`src/rtl/uart_pkg.sv`:
```
// Shared constants for the UART transmit path: line levels, frame size,
// the store address that feeds it, and the serializer state encoding.
package uart_pkg;

  localparam int          UART_DATA_BITS = 8;
  localparam logic        UART_START_LVL = 1'b0;
  localparam logic        UART_STOP_LVL  = 1'b1;
  localparam logic [31:0] UART_TX_ADDR   = 32'hFFFF_FFFC;

  typedef logic [1:0] state_t;

  localparam state_t ST_IDLE  = 2'd0;
  localparam state_t ST_START = 2'd1;
  localparam state_t ST_DATA  = 2'd2;
  localparam state_t ST_STOP  = 2'd3;

endpackage

```
`src/rtl/sync_fifo.sv`:
```
// Single-clock FIFO with occupancy count; pushes when full and pops when
// empty are ignored, so callers may drive raw strobes.
module sync_fifo #(
  parameter int WIDTH = 8,
  parameter int DEPTH = 8,
  localparam int AW = $clog2(DEPTH)
) (
  input  logic             clk,
  input  logic             rst,
  input  logic             push,
  input  logic             pop,
  input  logic [WIDTH-1:0] wdata,
  output logic [WIDTH-1:0] rdata,
  output logic [AW:0]      level,
  output logic             full,
  output logic             empty
);

  localparam logic [AW:0] FULL_LVL = (AW + 1)'(DEPTH);

  logic [WIDTH-1:0] mem [DEPTH];
  logic [AW-1:0]    wr_ptr;
  logic [AW-1:0]    rd_ptr;
  logic             do_push;
  logic             do_pop;

  assign full    = (level == FULL_LVL);
  assign empty   = (level == '0);
  assign do_push = push & ~full;
  assign do_pop  = pop & ~empty;
  assign rdata   = mem[rd_ptr];

  // NOTE: the storage array is deliberately left out of reset; only the
  // pointers and level define validity, and an unreset array maps to RAM.
  always_ff @(posedge clk) begin
    if (do_push) mem[wr_ptr] <= wdata;
  end

  always_ff @(posedge clk) begin
    if (rst) begin
      wr_ptr <= '0;
      rd_ptr <= '0;
      level  <= '0;
    end else begin
      if (do_push) wr_ptr <= wr_ptr + 1'b1;
      if (do_pop)  rd_ptr <= rd_ptr + 1'b1;
      case ({do_push, do_pop})
        2'b10:   level <= level + 1'b1;
        2'b01:   level <= level - 1'b1;
        default: level <= level;
      endcase
    end
  end

endmodule

```
`src/rtl/uart_tx.sv`:
```
// 8N1 UART transmitter fed by the core's byte-store path; bytes queue in a
// small FIFO and frames go out back to back while the queue is non-empty.
module uart_tx
  import uart_pkg::*;
#(
  parameter int CLKS_PER_BIT = 16,
  parameter int FIFO_DEPTH   = 8
) (
  input  logic                          clk,
  input  logic                          rst,
  input  logic [7:0]                    data,
  input  logic                          wEn,
  output logic                          tx,
  output logic                          busy,
  output logic                          full,
  output logic [$clog2(FIFO_DEPTH):0]   level,
  output logic                          overflow
);

  localparam int            CW        = $clog2(CLKS_PER_BIT);
  localparam logic [CW-1:0] BAUD_LAST = CW'(CLKS_PER_BIT - 1);
  localparam logic [2:0]    LAST_BIT  = 3'(UART_DATA_BITS - 1);

  state_t        state;
  logic [CW-1:0] baud_cnt;
  logic [2:0]    bit_idx;
  logic [7:0]    shreg;
  logic [7:0]    head;
  logic          empty;
  logic          bit_done;
  logic          pop;

  assign bit_done = (baud_cnt == BAUD_LAST);
  // A pop happens either from idle or on the final stop cycle, which is what
  // keeps consecutive frames contiguous.
  assign pop  = ~empty & ((state == ST_IDLE) | ((state == ST_STOP) & bit_done));
  assign busy = (state != ST_IDLE) | (level != '0);

  sync_fifo #(
    .WIDTH (8),
    .DEPTH (FIFO_DEPTH)
  ) u_fifo (
    .clk   (clk),
    .rst   (rst),
    .push  (wEn),
    .pop   (pop),
    .wdata (data),
    .rdata (head),
    .level (level),
    .full  (full),
    .empty (empty)
  );

  // NOTE: tx is assigned from the next-state decision inside this clocked
  // block, so the line changes on the same edge as the state, with no
  // combinational decode driving the pin.
  always_ff @(posedge clk) begin
    if (rst) begin
      state    <= ST_IDLE;
      baud_cnt <= '0;
      bit_idx  <= '0;
      shreg    <= '0;
      tx       <= UART_STOP_LVL;
      overflow <= 1'b0;
    end else begin
      overflow <= wEn & full;
      case (state)
        ST_IDLE: begin
          baud_cnt <= '0;
          if (pop) begin
            shreg <= head;
            tx    <= UART_START_LVL;
            state <= ST_START;
          end
        end
        ST_START: begin
          if (bit_done) begin
            baud_cnt <= '0;
            bit_idx  <= '0;
            tx       <= shreg[0];
            state    <= ST_DATA;
          end else begin
            baud_cnt <= baud_cnt + 1'b1;
          end
        end
        ST_DATA: begin
          if (bit_done) begin
            baud_cnt <= '0;
            if (bit_idx == LAST_BIT) begin
              tx    <= UART_STOP_LVL;
              state <= ST_STOP;
            end else begin
              bit_idx <= bit_idx + 1'b1;
              shreg   <= shreg >> 1;
              tx      <= shreg[1];
            end
          end else begin
            baud_cnt <= baud_cnt + 1'b1;
          end
        end
        ST_STOP: begin
          if (bit_done) begin
            baud_cnt <= '0;
            if (pop) begin
              shreg <= head;
              tx    <= UART_START_LVL;
              state <= ST_START;
            end else begin
              state <= ST_IDLE;
            end
          end else begin
            baud_cnt <= baud_cnt + 1'b1;
          end
        end
        default: state <= ST_IDLE;
      endcase
    end
  end

endmodule

```
`config.mk`:
```
export PLATFORM = sky130hd
export DESIGN_NAME = uart_tx
export DESIGN_NICKNAME = d
export VERILOG_FILES = /design/src/rtl/uart_pkg.sv /design/src/rtl/sync_fifo.sv /design/src/rtl/uart_tx.sv
export SDC_FILE = /design/constraint.sdc
export NUM_CORES = 1
export LEC_CHECK = 0
export CORE_MARGIN = 10
export CORE_UTILIZATION = 35
export CTS_BUF_LIST = sky130_fd_sc_hd__clkbuf_4
export CTS_CLUSTER_SIZE = 30
export DETAILED_ROUTE_END_ITERATION = 16
export SKIP_CTS_REPAIR_TIMING = 1
export SYNTH_ARGS = -nofsm -noshare
export SYNTH_HDL_FRONTEND = slang
export SYNTH_SLANG_ARGS = --single-unit
```
`constraint.sdc`:
```
create_clock -name clk -period 3 [get_ports clk]
set_clock_uncertainty 0.1 [all_clocks]
set_input_delay 0.6 -clock clk [delete_from_list [all_inputs] [get_ports clk]]
set_output_delay 0.6 -clock clk [all_outputs]
set_load 0.01 [all_outputs]
```
==> results.yml, run 1 <==
place:
  gp_congestion: 0.770
  pre_cts_ws_ns: 0.223
  dp.final_hpwl_um: 5170
  port_buffers: 18
logic_synthesis:
  yosys_most_used_dff: "edfxtp_1"
  synth_nets: 337
  syn_avg_cell_area_um2: 13.2
  synth-edff-count: 64
  syn_area_um2: 4120
  yosys_warnings: 0
  synthArstFlopShare_pct: 0
  synthCells: 313
  ys_seq_area_share_pct: 62.2
  synth-seq-cells: 96
  ys_types: 46
pwr:
  p_leak_nw: 1.60
  p_int_mw: 2.52
  combPwrFrac_pct: 37.3
  power_frac_seq_pct: 44.4
  netSwitchingFraction_pct: 34.4
  p_sw_mw: 1.32
  power_frac_clock_pct: 18.3
  power.density_nw_per_um2: 824
  ir_worst_vdd_uv: 360
clock_network:
  cts_max_level: 3
  cts_tree: "done"
  cts.clk_slew.worst_paths_ns: 0.14
  insertion_delay_ns: 0.45
  cts_buffer_depth: 2
  root_buffer: "clkbuf_4"
  numCtsBuffers: 9
  clock_sinks: 96
global_routing:
  grt_pass1_wl_um: 13000
  grt_overflow: 0
  grt_max_degree: 35
  grt_use_total_pct: 10.1
  antenna_found_initial: 0
  grt_pass1_vias: 2378
floorplanning:
  fp.dieW_um: 128
  row_count: 39
  core_um2: 11500
  start_util_pct: 35.9
  design.portCount: 19
  die_height_um: 128
  die_area_um2: 16500
route:
  route.antenna.remaining_nets: 0
  drt-total-wl_um: 8080
  via_count: 2509
  drtIter0Drc: 188
  drc_errors: 0
  drt_pass1_iterations: 4
  wire_per_inst_um: 16.5
  vias_per_cell: 5.11
worst_hold_path:
  min_path_type: "flip-flop to flip-flop"
worst_setup_path:
  crit_chain: "or4b_4 -> inv_1 -> clkdlybuf4s50_1"
  worst_ep_required_time_ns: 2.30
  slowest_delay_ns: 0.63
  worstSetupEndpointType: "primary output"
  start_kind: "flip-flop"
  slowest_stage: "or4b_4"
  cp.arrival_ns: 2.11
  cp_max_fo: 8
  crit_type: "flip-flop to primary output"
sta:
  min_period_ns: 2.81
  period_share_pct: 93.8
  hold_viol: 0
  timing.slew.headroom_pct: 43.8
  tightestPinTransition_ns: 0.839
  fmax_mhz: 355
  fin_tns_setup_ns: 0
  slew_violations: 0
  fin_ws_ns: 0.187
  rsz0062_at_grt: "false"
  setup_viol: 0
final_layout:
  drive_gt1_share_pct: 12.1
  nets: 367
  area.growth.synth_to_final_pct: 13.2
  final-seq-area_um2: 2560
  fillers: 1056
  multi_input_area_um2: 1460
  n_antenna_cell: 0
run_status:
  outcome: "finished, final reports clean"
flow_run:
  maxCapViolations: 0
critical path, delay by kind of cell, from the launching register on:
kind / cells / cell delay, ns
buffers and inverters: 2 / 0.60
AND/OR/NAND/NOR: 1 / 0.63
flip-flops: 1 / 0.43
Yosys cell counts (3+ instances only):
cell	count	area, um^2
nor4_1	3	18.8
ha_1	13	163
a22oi_1	13	97.6
buf_2	3	15.0
inv_1	6	22.5
mux2i_1	35	350
xnor2_1	3	26.3
a311oi_1	6	52.6
nor2_1	20	75.1
a211oi_1	3	22.5
dfxtp_1	32	641
edfxtp_1	64	1920
nor2b_1	3	18.8
nand2b_1	6	37.5
or3_1	3	18.8
o21ai_0	6	30.0
a21oi_1	19	95.1
nand3b_1	7	52.6
clkbuf_1	8	30.0
nor3_1	6	30.0
nand3_1	6	30.0
nand2_1	15	56.3
xor2_1	6	52.6
logic make-up (layout without fill, tap and decap cells):
| family | after synthesis | count (layout) | synth area share [%] |
|---|---|---|---|
| mux | 37 | 37 | 9.33 |
| xor+xnor | 9 | 9 | 1.91 |
| compound gates | 54 | 54 | 8.93 |
| fa+ha+maj | 13 | 13 | 3.95 |
| buf+inv | 21 | 56 | 2.46 |
| flops | 96 | 96 | 62.2 |
| simple gates | 83 | 83 | 11.2 |
path summary, 6_finish.rpt:
path	startpoint	to	slack [ns]	cells after the start
setup / recovery	u_fifo.level[0]	full	0.19	3
hold / removal	baud_cnt[0]	baud_cnt[0]	0.38	1
setup reg to reg	state[0]	u_fifo.level[2]	0.32	11
hold reg to reg	baud_cnt[0]	baud_cnt[0]	0.38	1
through the flow:
| step | instances | area, um^2 | utilization [%] | power (mW) | hold slack (ns) |
|---|---|---|---|---|---|
| 2_1_floorplan | 313 | 4120 | - | 2.75 | 0.333 |
| 3_3_place_gp | 475 | 4520 | 39.4 | 3.15 | 0.340 |
| 3_5_place_dp | 475 | 4520 | 39.4 | 3.18 | 0.359 |
| 4_1_cts | 491 | 4660 | 40.6 | 3.89 | 0.378 |
| 5_1_grt | 491 | 4660 | 40.7 | 4.13 | 0.407 |
| 6_report | 491 | 4660 | 40.7 | 3.84 | 0.376 |
layout make-up:
| type | instances | area share, % |
|---|---|---|
| inverters | 6 | 0.483 |
| repair buffers | 34 | 6.44 |
| clock buffers | 11 | 1.77 |
| multi-input cells | 196 | 31.3 |
| clock inverters | 5 | 1.23 |
| flip-flops and latches | 96 | 55.0 |
| well taps | 143 | 3.84 |
power groups by stage:
| stage | registers, mW | clock network (mW) | logic [mW] |
|---|---|---|---|
| 2_1_floorplan | 1.68 | 0 | 1.08 |
| 3_3_place_gp | 1.73 | 0 | 1.43 |
| 3_5_place_dp | 1.74 | 0 | 1.44 |
| 4_1_cts | 1.71 | 0.735 | 1.45 |
| 5_1_grt | 1.73 | 0.792 | 1.61 |
| 6_report | 1.71 | 0.703 | 1.43 |
routing by layer:
layer | global-route usage, % | vias up | wire length (um)
met5 | 0 | - | 0
met4 | 2.78 | 0 | 87
met3 | 3.37 | 8 | 321
met2 | 15.9 | 30 | 3810
met1 | 13.1 | 1226 | 3860
li1 | - | 1245 | -
cells in the final DEF, fill, tap and decap left out, drive strengths merged, types with 7 or more instances in the layout:
cell type      instances
dfxtp                 32
edfxtp                64
clkbuf                11
a21oi                 19
a22oi                 13
mux2i                 35
ha                    13
inv                    7
a311oi                 7
nor2                  20
buf                   16
nand2                 16
nand3b                 7
clkdlybuf4s50         18
registers in the layout, summed over array words and instances (netlist names), named ones only:
name	cells
u_fifo.rd_ptr	3
tx	1
u_fifo.wr_ptr	3
state	2
shreg	8
overflow	1
u_fifo.mem	64
bit_idx	3
baud_cnt	4
u_fifo.level	4
No activity file was read; power rests on OpenSTA's default activity.
==> run 2: changes to the inputs <==
CTS_BUF_LIST = default   (was sky130_fd_sc_hd__clkbuf_4)
==> run 2 against run 1 <==
Net effect:
- power is 11% higher
- count of clock-buffer cells in the layout stayed put
- design area is 3.1% higher
- sequential share of layout area is 1.7 points lower
- critical endpoint unchanged
- clock power is 61% higher
- largest power group unchanged
- highest routed layer unchanged
- sequential cell count stayed put
==> results.yml, run 2 (synthesis results as in run 1) <==
global_routing:
  grt_pass1_vias: 2396
  grt_overflow: 0
  grt_pass1_wl_um: 13000
  antenna_found_initial: 0
  grt_max_degree: 35
  grt_use_total_pct: 10.1
route:
  drc_errors: 0
  wire_per_inst_um: 16.5
  drt-total-wl_um: 8090
  drt_pass1_iterations: 4
  via_count: 2525
  drtIter0Drc: 209
  vias_per_cell: 5.14
  route.antenna.remaining_nets: 0
place:
  gp_congestion: 0.770
  dp.final_hpwl_um: 5170
  port_buffers: 18
final_layout:
  fillers: 1036
  area.growth.synth_to_final_pct: 16.8
  top_regs: "u_fifo.mem x64, shreg x8"
  final_cell_mix: "edfxtp_1 (64), mux2i_1 (35), dfxtp_1 (31)"
  largest_reg_flops: 64
  n_antenna_cell: 0
  largest_register: "u_fifo.mem"
  final_common_cell: "edfxtp_1"
  drive_gt1_share_pct: 11.2
  nets: 367
sta:
  rsz0062_at_grt: "false"
  hold_viol: 0
  whs_ns: 0.367
  min_period_ns: 2.75
  slew_violations: 0
  setup_viol: 0
  period_share_pct: 91.7
  fmax_mhz: 364
  fin_tns_setup_ns: 0
  tightestPinTransition_ns: 0.821
  timing.slew.headroom_pct: 45.0
floorplanning:
  start_util_pct: 35.9
  fp.dieW_um: 128
  core_um2: 11500
  die_area_um2: 16500
  die_height_um: 128
  design.portCount: 19
  row_count: 39
flow_run:
  maxCapViolations: 0
clock_network:
  cts.clk_slew.worst_paths_ns: 0.06
  insertion_delay_ns: 0.33
  clock_sinks: 96
  cts_buffer_depth: 2
  cts_tree: "done"
  cts_max_level: 3
  root_buffer: "clkbuf_16"
  numCtsBuffers: 9
worst_hold_path:
  min_path_type: "flip-flop to flip-flop"
  worstHoldStart: "baud_cnt[0]"
worst_setup_path:
  start_kind: "flip-flop"
  r2r-start: "u_fifo.level[0]"
  startpoint: "u_fifo.level[0]"
  worst_ep_required_time_ns: 2.30
  cp.arrival_ns: 2.05
  crit_type: "flip-flop to primary output"
  cp_max_fo: 8
  worstSetupEndpointType: "primary output"
pwr:
  netSwitchingFraction_pct: 32.2
  combPwrFrac_pct: 33.6
  power_frac_clock_pct: 26.4
  p_int_mw: 2.89
  power_frac_seq_pct: 40.0
  p_leak_nw: 1.66
  ir_worst_vdd_uv: 459
  p_sw_mw: 1.37
  power.density_nw_per_um2: 887
run_status:
  outcome: "finished, final reports clean"
-- run 2: cell counts in the layout (fill, tap and decap cells not counted) --
No cell type changed its count.
-- run 2: power groups by stage --
| stage | registers [mW] | logic, mW | clock network [mW] |
|---|---|---|---|
| 6_report | 1.71 | 1.43 | 1.13 |
| 5_1_grt | 1.73 | 1.60 | 1.22 |
| 4_1_cts | 1.71 | 1.45 | 1.16 |
| 3_5_place_dp | 1.74 | 1.44 | 0 |
| 3_3_place_gp | 1.73 | 1.43 | 0 |
| 2_1_floorplan | 1.68 | 1.08 | 0 |
-- run 2: area by class of cell --
class,instances,area [um^2],area share (%)
multi-input cells,196,1450,30.2
inverters,6,22.5,0.468
clock buffers,11,233,4.84
clock inverters,5,57.6,1.20
well taps,143,179,3.72
flip-flops and latches,96,2560,53.3
repair buffers,34,300,6.24
-- run 2: through the flow --
step	power, mW	util, %	cell area [um^2]	instances	setup slack, ns
5_1_grt	4.55	41.9	4810	491	0.0838
6_report	4.26	41.9	4810	491	0.250
3_5_place_dp	3.18	39.4	4520	475	0.223
2_1_floorplan	2.75	-	4120	313	0.429
4_1_cts	4.32	41.9	4810	491	0.227
3_3_place_gp	3.15	39.4	4520	475	0.279
-- run 2: path summary, 6_finish.rpt --
kind	to	slack [ns]	depth (start not counted)
setup / recovery	full	0.25	3
hold / removal	baud_cnt[0]	0.37	1
setup reg to reg	u_fifo.level[2]	0.29	9
hold reg to reg	baud_cnt[0]	0.37	1
-- run 2: per-layer routing --
metal	up-vias	GRT usage [%]	share of wire (%)	wire [um]
met5	-	0	0	0
met1	1235	13.0	47	3840
li1	1243	-	-	-
met4	0	3.18	1.1	85
met2	41	15.9	48	3850
met3	6	3.00	3.9	314
-- run 2: worst max-delay path: stages (launching register included) --
cell and delay (ns):
dfxtp_1 0.40, or4b_1 0.69, inv_1 0.09, clkdlybuf4s50_1 0.53
==> run 3: changes to the inputs <==
clock period = 2.9 ns   (was 3 ns; I/O delays follow)
==> run 3 against run 2 <==
Net effect:
- critical path depth unchanged
- cell count grew 0.20%
- first-iteration DRC count shrank 6.7%
- register-to-register slack lost 0.05 ns
- sequential cell count unchanged
- sequential power rose by 3%
- sequential share of layout area decreased by 0.26 points
- global-route usage about the same
- count of clock-buffer cells in the layout is 2 lower
==> results.yml, run 3 (synthesis results as in run 1) <==
place:
  port_buffers: 18
  place_area_um2: 4530
  dp.final_hpwl_um: 5160
  gp_congestion: 0.789
worst_setup_path:
  r2r-start: "u_fifo.level[2]"
  cp_max_fo: 8
  crit_type: "flip-flop to primary output"
  crit_chain: "or4b_1 -> inv_1 -> clkdlybuf4s50_1"
  rr_worst_depth: 9
  slowest_stage: "or4b_1"
  endpoint: "full"
  cp.arrival_ns: 2.00
  worstSetupEndpointType: "primary output"
  slowest_delay_ns: 0.64
  crit_family: "simple AND/OR/NAND/NOR gates"
  r2r_end: "u_fifo.level[2]"
  path_buf_inv: 2
  r2r_slack_ns: 0.24
  startpoint: "u_fifo.level[2]"
  start_kind: "flip-flop"
  worst_ep_required_time_ns: 2.22
  path_depth: 3
route:
  via_count: 2493
  drtIter0Drc: 195
  drt-total-wl_um: 7790
  wire_per_inst_um: 15.8
  drc_errors: 0
  route.antenna.remaining_nets: 0
  vias_per_cell: 5.07
  drt_pass1_iterations: 4
flow_run:
  maxCapViolations: 0
final_layout:
  fin_area_um2: 4830
  final-seq-area_um2: 2560
  drive_gt1_share_pct: 12.3
  largest_register: "u_fifo.mem"
  largest_reg_flops: 64
  area.growth.synth_to_final_pct: 17.4
  n_antenna_cell: 0
  fillers: 1064
  nets: 369
  multi_input_area_um2: 1460
  final_cell_mix: "edfxtp_1 (64), mux2i_1 (35), dfxtp_1 (31)"
  final_common_cell: "edfxtp_1"
  top_regs: "u_fifo.mem x64, shreg x8"
  finish.utilization_pct: 42.1
sta:
  min_period_ns: 2.68
  setup_viol: 0
  timing.slew.headroom_pct: 50.2
  hold_viol: 0
  period_share_pct: 92.3
  rsz0062_at_grt: "false"
  fin_tns_setup_ns: 0
  slew_violations: 0
  fmax_mhz: 373
  tightestPinTransition_ns: 0.744
floorplanning:
  start_util_pct: 35.9
  fp.dieW_um: 128
  row_count: 39
  core_um2: 11500
  die_area_um2: 16500
  design.portCount: 19
  die_height_um: 128
clock_network:
  insertion_delay_ns: 0.34
  cts_tree: "done"
  cts.clk_slew.worst_paths_ns: 0.07
  clock_sinks: 96
  cts_max_level: 3
  root_buffer: "clkbuf_16"
  cts_buffer_depth: 2
  numCtsBuffers: 9
global_routing:
  grt_pass1_wl_um: 12900
  global_route.usage.met2_pct: 16.1
  grtUsageMet1_pct: 12.4
  grt_most_used_layer: "met2"
  antenna_found_initial: 0
  grt_overflow: 0
  grt_pass1_vias: 2487
  use_met3_pct: 2.71
  grt_use_total_pct: 10.1
  grt_max_degree: 25
run_status:
  outcome: "finished, final reports clean"
pwr:
  power.density_nw_per_um2: 913
  ir_worst_vdd_uv: 463
  finalPower_mw: 4.41
  p_leak_nw: 1.68
worst_hold_path:
  worstHoldStart: "baud_cnt[0]"
  min_path_type: "flip-flop to flip-flop"
run 3: cell types whose count changed in the layout (fill, tap and decap cells not counted), sizes merged:
| cell | previous run | this run |
|---|---|---|
| buf | 16 | 18 |
| clkbuf | 11 | 9 |
| clkinv | 3 | 2 |
| inv | 7 | 9 |
run 3: cell type report:
type	instances	share of cell area [%]
Multi-Input combinational cell	196	30.2
Inverter	6	0.466
Timing Repair Buffer	36	6.52
Tap cell	143	3.70
Clock buffer	9	4.66
Sequential cell	96	53.0
Clock inverter	6	1.37
run 3: report_power, final:
group / switching, mW / total (mW) / leakage (nW) / internal [mW]
clock network: 0.494 / 1.16 / 0.146 / 0.669
registers: 0.139 / 1.76 / 0.843 / 1.62
logic: 0.782 / 1.50 / 0.688 / 0.713
run 3: worst register-to-register path, delay by kind of cell, from the launching register on:
kind | cells | cell delay (ns)
AO/OA/AOI/OAI | 2 | 0.18
adder cells (fa/ha/maj) | 2 | 0.42
AND/OR/NAND/NOR | 3 | 1.16
XOR/XNOR | 2 | 0.32
flip-flops | 1 | 0.39
run 3: how the worst min path moves through the flow:
| stage | endpoint | slack [ns] | depth (start not counted) |
|---|---|---|---|
| after floorplan | baud_cnt[0] | 0.33 | 1 |
| after global placement | baud_cnt[0] | 0.34 | 1 |
| after detailed placement | baud_cnt[0] | 0.36 | 1 |
| final | baud_cnt[0] | 0.37 | 1 |
| after CTS | baud_cnt[0] | 0.37 | 1 |
| after global routing | baud_cnt[0] | 0.39 | 1 |
run 3: layer usage:
layer / up-vias / part of all wire [%] / wire [um]
li1: 1244 / - / -
met1: 1197 / 46 / 3610
met2: 46 / 49 / 3780
met3: 6 / 4.1 / 318
met4: 0 / 0.95 / 74
met5: - / 0 / 0
run 3: stage by stage:
step | cells | setup WS [ns] | hold slack, ns
floorplan | 313 | 0.329 | 0.333
global placement | 477 | 0.194 | 0.343
detailed placement | 477 | 0.113 | 0.357
CTS | 492 | 0.188 | 0.366
global route | 492 | 0.0902 | 0.385
finish | 492 | 0.222 | 0.369
